$ cat config.mk
export PLATFORM = sky130hd
export DESIGN_NAME = display_scan_ctrl
export DESIGN_NICKNAME = d
export VERILOG_FILES = /design/src/rtl/display_scan_ctrl.sv
export SDC_FILE = /design/constraint.sdc
export NUM_CORES = 1
export LEC_CHECK = 0
export CAP_MARGIN = 20
export CORE_ASPECT_RATIO = 0.6
export CORE_MARGIN = 10
export CORE_UTILIZATION = 50
export DETAILED_ROUTE_END_ITERATION = 12
export PLACE_DENSITY = 0.7
export SYNTH_ARGS = -nofsm -noshare
export SYNTH_HDL_FRONTEND = slang
export SYNTH_SLANG_ARGS = --single-unit
$ cat constraint.sdc
create_clock -name clk -period 4.4 [get_ports clk]
set_input_delay 1.1 -clock clk [delete_from_list [all_inputs] [get_ports clk]]
set_output_delay 1.1 -clock clk [all_outputs]
set_load 0.005 [all_outputs]
$ cat src/rtl/display_scan_ctrl.sv
// Four-digit seven-segment scan controller with double-buffered characters
// and a blanking gap before each digit lights.
module display_scan_ctrl #(
  parameter int CLK_DIV      = 50000,
  parameter int BLANK_CYCLES = 1000
) (
  input  logic       clk,
  input  logic       rst,
  input  logic       en,
  input  logic       wr_en,
  input  logic [1:0] wr_addr,
  input  logic [3:0] wr_data,
  input  logic       commit,
  output logic [3:0] char_sel,
  output logic [3:0] anodes,
  output logic [1:0] digit_idx,
  output logic       frame_done,
  output logic       commit_pending
);

  localparam int MAXC = (CLK_DIV > BLANK_CYCLES) ? CLK_DIV : BLANK_CYCLES;
  localparam int CW   = (MAXC > 1) ? $clog2(MAXC) : 1;
  localparam logic [CW-1:0] SHOW_LAST  = CW'(CLK_DIV - 1);
  localparam logic [CW-1:0] BLANK_LAST = CW'(BLANK_CYCLES - 1);

  typedef enum logic [1:0] {IDLE, BLANK, SHOW} state_t;

  state_t          state_q, state_d;
  logic [CW-1:0]   cnt_q, cnt_d;
  logic [1:0]      idx_q, idx_d;
  logic [1:0]      idx_nxt;
  logic [3:0]      char_q, char_d;
  logic [3:0]      an_q, an_d;
  logic            fd_q, fd_d;
  logic            pend_q, pend_d;
  logic [3:0][3:0] sh_q, sh_d;
  logic [3:0][3:0] ac_q, ac_d;
  logic            boundary;
  logic            copy;

  always_comb begin
    state_d  = state_q;
    cnt_d    = cnt_q;
    idx_d    = idx_q;
    char_d   = char_q;
    an_d     = an_q;
    sh_d     = sh_q;
    ac_d     = ac_q;
    pend_d   = pend_q;
    idx_nxt  = idx_q + 2'd1;
    boundary = (state_q == SHOW) && (idx_q == 2'd3) &&
               (cnt_q == SHOW_LAST) && en;
    copy     = boundary && (pend_q || commit);

    // copy sees pre-edge shadow; a same-cycle write waits for next commit
    if (copy) begin
      ac_d   = sh_q;
      pend_d = 1'b0;
    end else if (commit) begin
      pend_d = 1'b1;
    end
    if (wr_en) sh_d[wr_addr] = wr_data;

    unique case (state_q)
      IDLE: begin
        if (en) begin
          state_d = BLANK;
          cnt_d   = '0;
          idx_d   = 2'd0;
          char_d  = ac_q[0];
          an_d    = 4'hF;
        end
      end
      BLANK: begin
        if (!en) begin
          state_d = IDLE;
          cnt_d   = '0;
          idx_d   = 2'd0;
          char_d  = 4'h0;
          an_d    = 4'hF;
        end else if (cnt_q == BLANK_LAST) begin
          state_d = SHOW;
          cnt_d   = '0;
          an_d    = ~(4'b0001 << idx_q);
        end else begin
          cnt_d = cnt_q + 1'b1;
        end
      end
      SHOW: begin
        if (!en) begin
          state_d = IDLE;
          cnt_d   = '0;
          idx_d   = 2'd0;
          char_d  = 4'h0;
          an_d    = 4'hF;
        end else if (cnt_q == SHOW_LAST) begin
          state_d = BLANK;
          cnt_d   = '0;
          idx_d   = idx_nxt;
          char_d  = ac_d[idx_nxt];
          an_d    = 4'hF;
        end else begin
          cnt_d = cnt_q + 1'b1;
        end
      end
      default: begin
        state_d = IDLE;
        cnt_d   = '0;
        idx_d   = 2'd0;
        char_d  = 4'h0;
        an_d    = 4'hF;
      end
    endcase

    // registered pulse: high exactly during the last digit-3 SHOW cycle
    fd_d = (state_d == SHOW) && (idx_d == 2'd3) && (cnt_d == SHOW_LAST);
  end

  always_ff @(posedge clk) begin
    if (rst) begin
      state_q <= IDLE;
      cnt_q   <= '0;
      idx_q   <= 2'd0;
      char_q  <= 4'h0;
      an_q    <= 4'hF;
      fd_q    <= 1'b0;
      pend_q  <= 1'b0;
      sh_q    <= '0;
      ac_q    <= '0;
    end else begin
      state_q <= state_d;
      cnt_q   <= cnt_d;
      idx_q   <= idx_d;
      char_q  <= char_d;
      an_q    <= an_d;
      fd_q    <= fd_d;
      pend_q  <= pend_d;
      sh_q    <= sh_d;
      ac_q    <= ac_d;
    end
  end

  assign char_sel       = char_q;
  assign anodes         = an_q;
  assign digit_idx      = idx_q;
  assign frame_done     = fd_q;
  assign commit_pending = pend_q;

endmodule

After elaboration in Yosys (flattened, before gate mapping) --
Index checks and enable logic that the tools add are counted.
Cells by class: equal/unequal tests 12, add/sub/neg operators 2, divide/modulo/power cells 0, reduce and logical (&&, ||, !) cells 12, bitwise operators 1, order comparisons 3, mux-type cells 34, multipliers 0, shifts and indexed selects 1
Operators by type and width (count):
- $mux W16 | 6
- $pmux W16 S3 | 1
- $mux W4 | 11
- $eq A16 B16 Y1 const B | 2
- $pmux W4 S3 | 2
- $mux W2 | 9
- $add A16 B1 Y16 const B | 1
- $bwmux W16 | 1
- $eq A16 B10 Y1 const B | 1
- $pmux W2 S3 | 2
- $bmux W4 S2 | 1
- $demux W4 S2 | 1
- $eq A2 B2 Y1 const B | 4
- $logic_and A1 B1 Y1 | 7
- $lt A2 B3 Y1 const B | 2
- $reduce_and A3 Y1 | 2
- $ne A2 B2 Y1 const B | 2
- $not A4 Y4 | 1
- $shl A1 B2 Y4 const A | 1
- $ne A3 B2 Y1 const B | 1
- $ne A3 B3 Y1 const B | 1
- $add A2 B1 Y2 const B | 1
- $eq A2 B1 Y1 const B | 1
- $ge A2 B1 Y1 const B | 1
- other kinds (3) | 3
Storage, ports and cells: memories kept 0, ROM bits 0, output and inout port bits 12, RAM bits 0, bits in latches 0, bits of input ports 11, flip-flop bits (word level) 62, logic and storage cells 80

Depth between registers and ports, before layout --
depth in word-level cells 11, depth in mapped cells 9, mapped depth without buffers 7

Worst setup path after synthesis --
OpenSTA, ideal clock, no wires.
path type reg2reg, start point register cnt_q[4], end point register char_q[0], in the netlist char_sel[0], required time 4.278 ns, clock period less this slack 2.698 ns, setup slack 1.702 ns, buffers on the path 3, library setup time 0.122 ns, arrival time 2.576 ns, stages on the path, launching flop included 10, path through dfxtp_1 buf_6 or4_4 or2_4 or4_4 buf_6 buf_8 mux2i_1 mux2i_1 a221o_1
Between the ends: longest elaborated chain between the ends 10, elaborated cells between the ends (all ways) 12, classes of those cells eq/ne (2); mux (6); reduce/logical (4)
RTL lines:
- start: declaration | line 29 | logic [CW-1:0] cnt_q, cnt_d;
- start signal: assignment | line 132 | cnt_q <= cnt_d;
- $eq A16 B16 Y1 * | line 52, 96
- $logic_and A1 B1 Y1 | line 51 | boundary = (state_q == SHOW) && (idx_q == 2'd3) &&
- $logic_and A1 B1 Y1 | line 52 | (cnt_q == SHOW_LAST) && en;
- $logic_and A1 B1 Y1 | line 53 | copy = boundary && (pend_q || commit);
- $mux W16 | line 56 | if (copy) begin
- $bmux W4 S2 | line 100 | char_d = ac_d[idx_nxt];
- $mux W4 (not written as such) | line 100
- $mux W4 | line 96 | end else if (cnt_q == SHOW_LAST) begin
- $mux W4 | line 90 | if (!en) begin
- $pmux W4 S3 | line 64 | unique case (state_q)
- end signal: assignment | line 134 | char_q <= char_d;
- end: declaration | line 32 | logic [3:0] char_q, char_d;
Mark *: on every way between the ends. The rest lies on a longest branch, timed or not. The select of a mux whose other input is x is not followed. A chain may end at the register's enable or synchronous reset.

Worst setup path in the final report --
start point input en, end point register char_q[2], in the netlist char_sel[2]
Between the ends: longest elaborated chain between the ends 8, elaborated cells between the ends (all ways) 12, classes of those cells eq/ne (3); mux (6); reduce/logical (3)
RTL lines:
- start: declaration | line 9 | input logic en,
- $logic_and A1 B1 Y1 | line 52
- $logic_and A1 B1 Y1 | line 53
- $mux W16 | line 56
- $bmux W4 S2 | line 100
- $mux W4 (not written as such) | line 100
- $mux W4 | line 96
- $mux W4 | line 90
- $pmux W4 S3 | line 64
Parallel ways exist; a longest one is shown, timed or not. The select of a mux whose other input is x is not followed.

==> out/metrics.json <==
{
  "yosys_most_used_dff": "dfxtp_1",
  "ys_async_sr_fraction_pct": 0,
  "die-area_um2": 9950,
  "io_pins": 23,
  "worst_slew_margin_pct": 42.9,
  "totalNegativeSetupSlack_ns": 0,
  "postRouteAntennaNets": 0,
  "htree_num_levels": 3,
  "yosys-top-cells-area": "dfxtp_1, mux2i_1, nor2_1, a21oi_1, nand2_1",
  "synth.avg_cell_area_um2": 8.67,
  "stdcell_area_um2": 3610,
  "fin_worst_hold_slack_ns": 0.497,
  "synthDominantCellAreaShare_pct": 39.6,
  "post_cts_buffers": 0,
  "timing.clock.skew_ns": 0.00753,
  "cap_violations": 0,
  "most_numerous_cell_on_the_critical_path": "mux2i_1",
  "root_buffer": "clkbuf_8",
  "route.final.wire_length_mm": 7.74,
  "grt_overflow": 0,
  "placeableCoreArea_um2": 6110,
  "setup.worst_path.end_class": "flip-flop",
  "power.density_nw_per_um2": 328,
  "postPlaceCellArea_um2": 3390,
  "vias": 2768,
  "yosys.cell_types.count": 51,
  "cts_made_buffers": 9,
  "synth_edf_count": 0,
  "post_drt_via_cell_ratio": 5.93,
  "critPathSlowestCell": "or4_4",
  "setup_viol_count_final": 0,
  "final.fill_count": 574,
  "synth-warning-count": 0,
  "clk_transition_reported_paths_ns": 0.06,
  "synth-seq-cells": 62,
  "seq_area_frac_synth_pct": 39.6,
  "finalWeightedCongestion": 0.881,
  "groute.layer.met1.usage_pct": 23.8,
  "critPathBufInv": 1,
  "timing.critical_path.fanout_max": 18,
  "crit_required_ns": 4.62,
  "start_util_pct": 51.4,
  "clkLatencyLatePin_ns": 0.34,
  "synthMostInstantiatedCell": "dfxtp_1",
  "cts.sink_count": 62,
  "first_global_vias": 2431,
  "p_leak_nw": 1.44,
  "post_route_cells_drive_above_1_share_pct": 8.09,
  "netlist_top_cells_count": "dfxtp_1, nor2_1, mux2i_1",
  "height_of_the_chip_um": 81.4,
  "grt_max_degree": 28,
  "placement_rows": 22,
  "worstPathCellList": "clkdlybuf4s50_1, nand3_1, or4_4, mux2i_1, mux2i_1, a221o_1",
  "routedWlPerCell_um": 16.6,
  "rsz0062_at_grt": "no",
  "final-hold-violation-count": 0,
  "critical-path-max-stage-delay_ns": 0.71,
  "tritoncts": "yes",
  "layout_worst_path_cycle_share_pct": 71.1,
  "cts.path.max_buffers": 2,
  "worstHoldPathType": "flip-flop to flip-flop",
  "groute.usage.overall_pct": 16.0,
  "fmaxAchievable_mhz": 320,
  "gr-max-usage-layer": "met1",
  "globalRouteMet2Util_pct": 21.0,
  "die-width_um": 122,
  "first_pass_grt_wire_length_mm": 12.6,
  "worst-slew-pin-transition_ns": 0.855,
  "ir_drop_mv": 0.165,
  "final_net_count": 394,
  "use_met3_pct": 6.09,
  "postSynthNetCount": 378,
  "critical-path-top-delay-family": "simple AND/OR/NAND/NOR gates",
  "diodes": 0,
  "cts-hold-fix-buffers": 0,
  "final-max-slew-violation-count": 0,
  "antenna_found_initial": 0,
  "synth_top_cell_by_area": "dfxtp_1",
  "run_status": "finished, final reports clean",
  "crit_path_start_kind": "primary input",
  "synthesis.instances": 362,
  "port-buffer-count": 22,
  "cp_data_arrival_time_ns": 3.35,
  "areaGrowthSynthToFinish_pct": 15.0,
  "cts-resized-gates": 0,
  "route.detailed.drc": 0,
  "drt_iter0_markers": 277,
  "shortest_clock_period_the_worst_path_allows_after_layout_ns": 3.13,
  "worst-setup-path-type": "primary input to flip-flop",
  "drt-pass1-iter-count": 5,
  "detailedPlacementHpwl_mm": 5.60,
  "post_synth_instance_area_um2": 3140
}
-- final cells by class --
type,count,area [um^2],area share (%)
clock buffers,10,128,3.54
inverters,4,15.0,0.416
well taps,84,105,2.91
clock inverters,6,86.3,2.39
multi-input cells,273,1770,49.0
flip-flops and latches,62,1240,34.4
repair buffers,28,265,7.35
-- cell families after synthesis --
family | share of synthesized area [%]
AND/OR/NAND/NOR | 22.6
multiplexers | 14.2
flip-flops | 39.6
AO/OA/AOI/OAI | 16.6
buffers and inverters | 4.11
adder cells (fa/ha/maj) | 1.99
XOR/XNOR | 0.837
-- metrics by stage --
step	utilization [%]	power, mW	instances	setup slack [ns]
3_5_place_dp	55.5	0.650	451	0.952
4_1_cts	59.1	1.19	467	1.31
5_1_grt	59.1	1.22	467	1.08
2_1_floorplan	-	0.621	362	1.70
3_3_place_gp	55.5	0.649	451	1.04
6_report	59.1	1.18	467	1.27
-- registers in the layout (all words and copies together), names as in the netlist --
register	count
cnt_q	16
char_sel	4
anodes	4
digit_idx	2
ac_q	16
commit_pending	1
sh_q	16
state_q	2
frame_done	1
-- worst reg2reg max path, cell delays in order (launching register included) --
cell and delay, ns:
dfxtp_1 0.41, or4_4 0.59, nor4_1 0.65, nand2b_1 0.19, buf_4 0.19, nand2_1 0.40
a41oi_1 0.39, a311oi_1 0.08
-- routing by layer --
layer / wire length, um / part of all wire (%)
met5: 0 / 0
met4: 20 / 0.26
met3: 774 / 10
met2: 3020 / 39
met1: 3930 / 51
-- power by group --
part	switching, mW	internal (mW)
Clock	0.226	0.318
Combinational	0.0382	0.0261
Sequential	0.00577	0.568
Total	0.270	0.912
-- cells in the final DEF, fill, tap and decap left out, types with 4 or more instances in the layout --
master | Yosys | layout
inv_1 | 4 | 4
nand3b_1 | 10 | 10
nand2_1 | 26 | 26
dfxtp_1 | 62 | 62
o21bai_1 | 4 | 4
nand4_1 | 4 | 4
o21ai_0 | 18 | 18
nand3_1 | 12 | 12
or3_1 | 4 | 4
nor2_1 | 45 | 45
a21oi_1 | 33 | 33
o211ai_1 | 4 | 4
and3_1 | 4 | 4
ha_1 | 5 | 5
nor3_1 | 14 | 14
a311oi_1 | 4 | 4
clkdlybuf4s50_1 | 0 | 22
buf_4 | 0 | 6
clkbuf_8 | 0 | 9
mux2i_1 | 39 | 39
nor4_1 | 4 | 4
-- path summary, 6_finish.rpt --
path,from,endpoint,slack [ns],depth (start not counted)
max,en,char_sel[2]$_SDFFE_PP0P_,1.27,6
min,ac_q[8]$_SDFF_PP0_,ac_q[8]$_SDFF_PP0_,0.50,2
max reg2reg,cnt_q[4]$_SDFF_PP0_,cnt_q[14]$_SDFF_PP0_,1.39,7
min reg2reg,ac_q[8]$_SDFF_PP0_,ac_q[8]$_SDFF_PP0_,0.50,2
(Power assumes the default switching activity.)
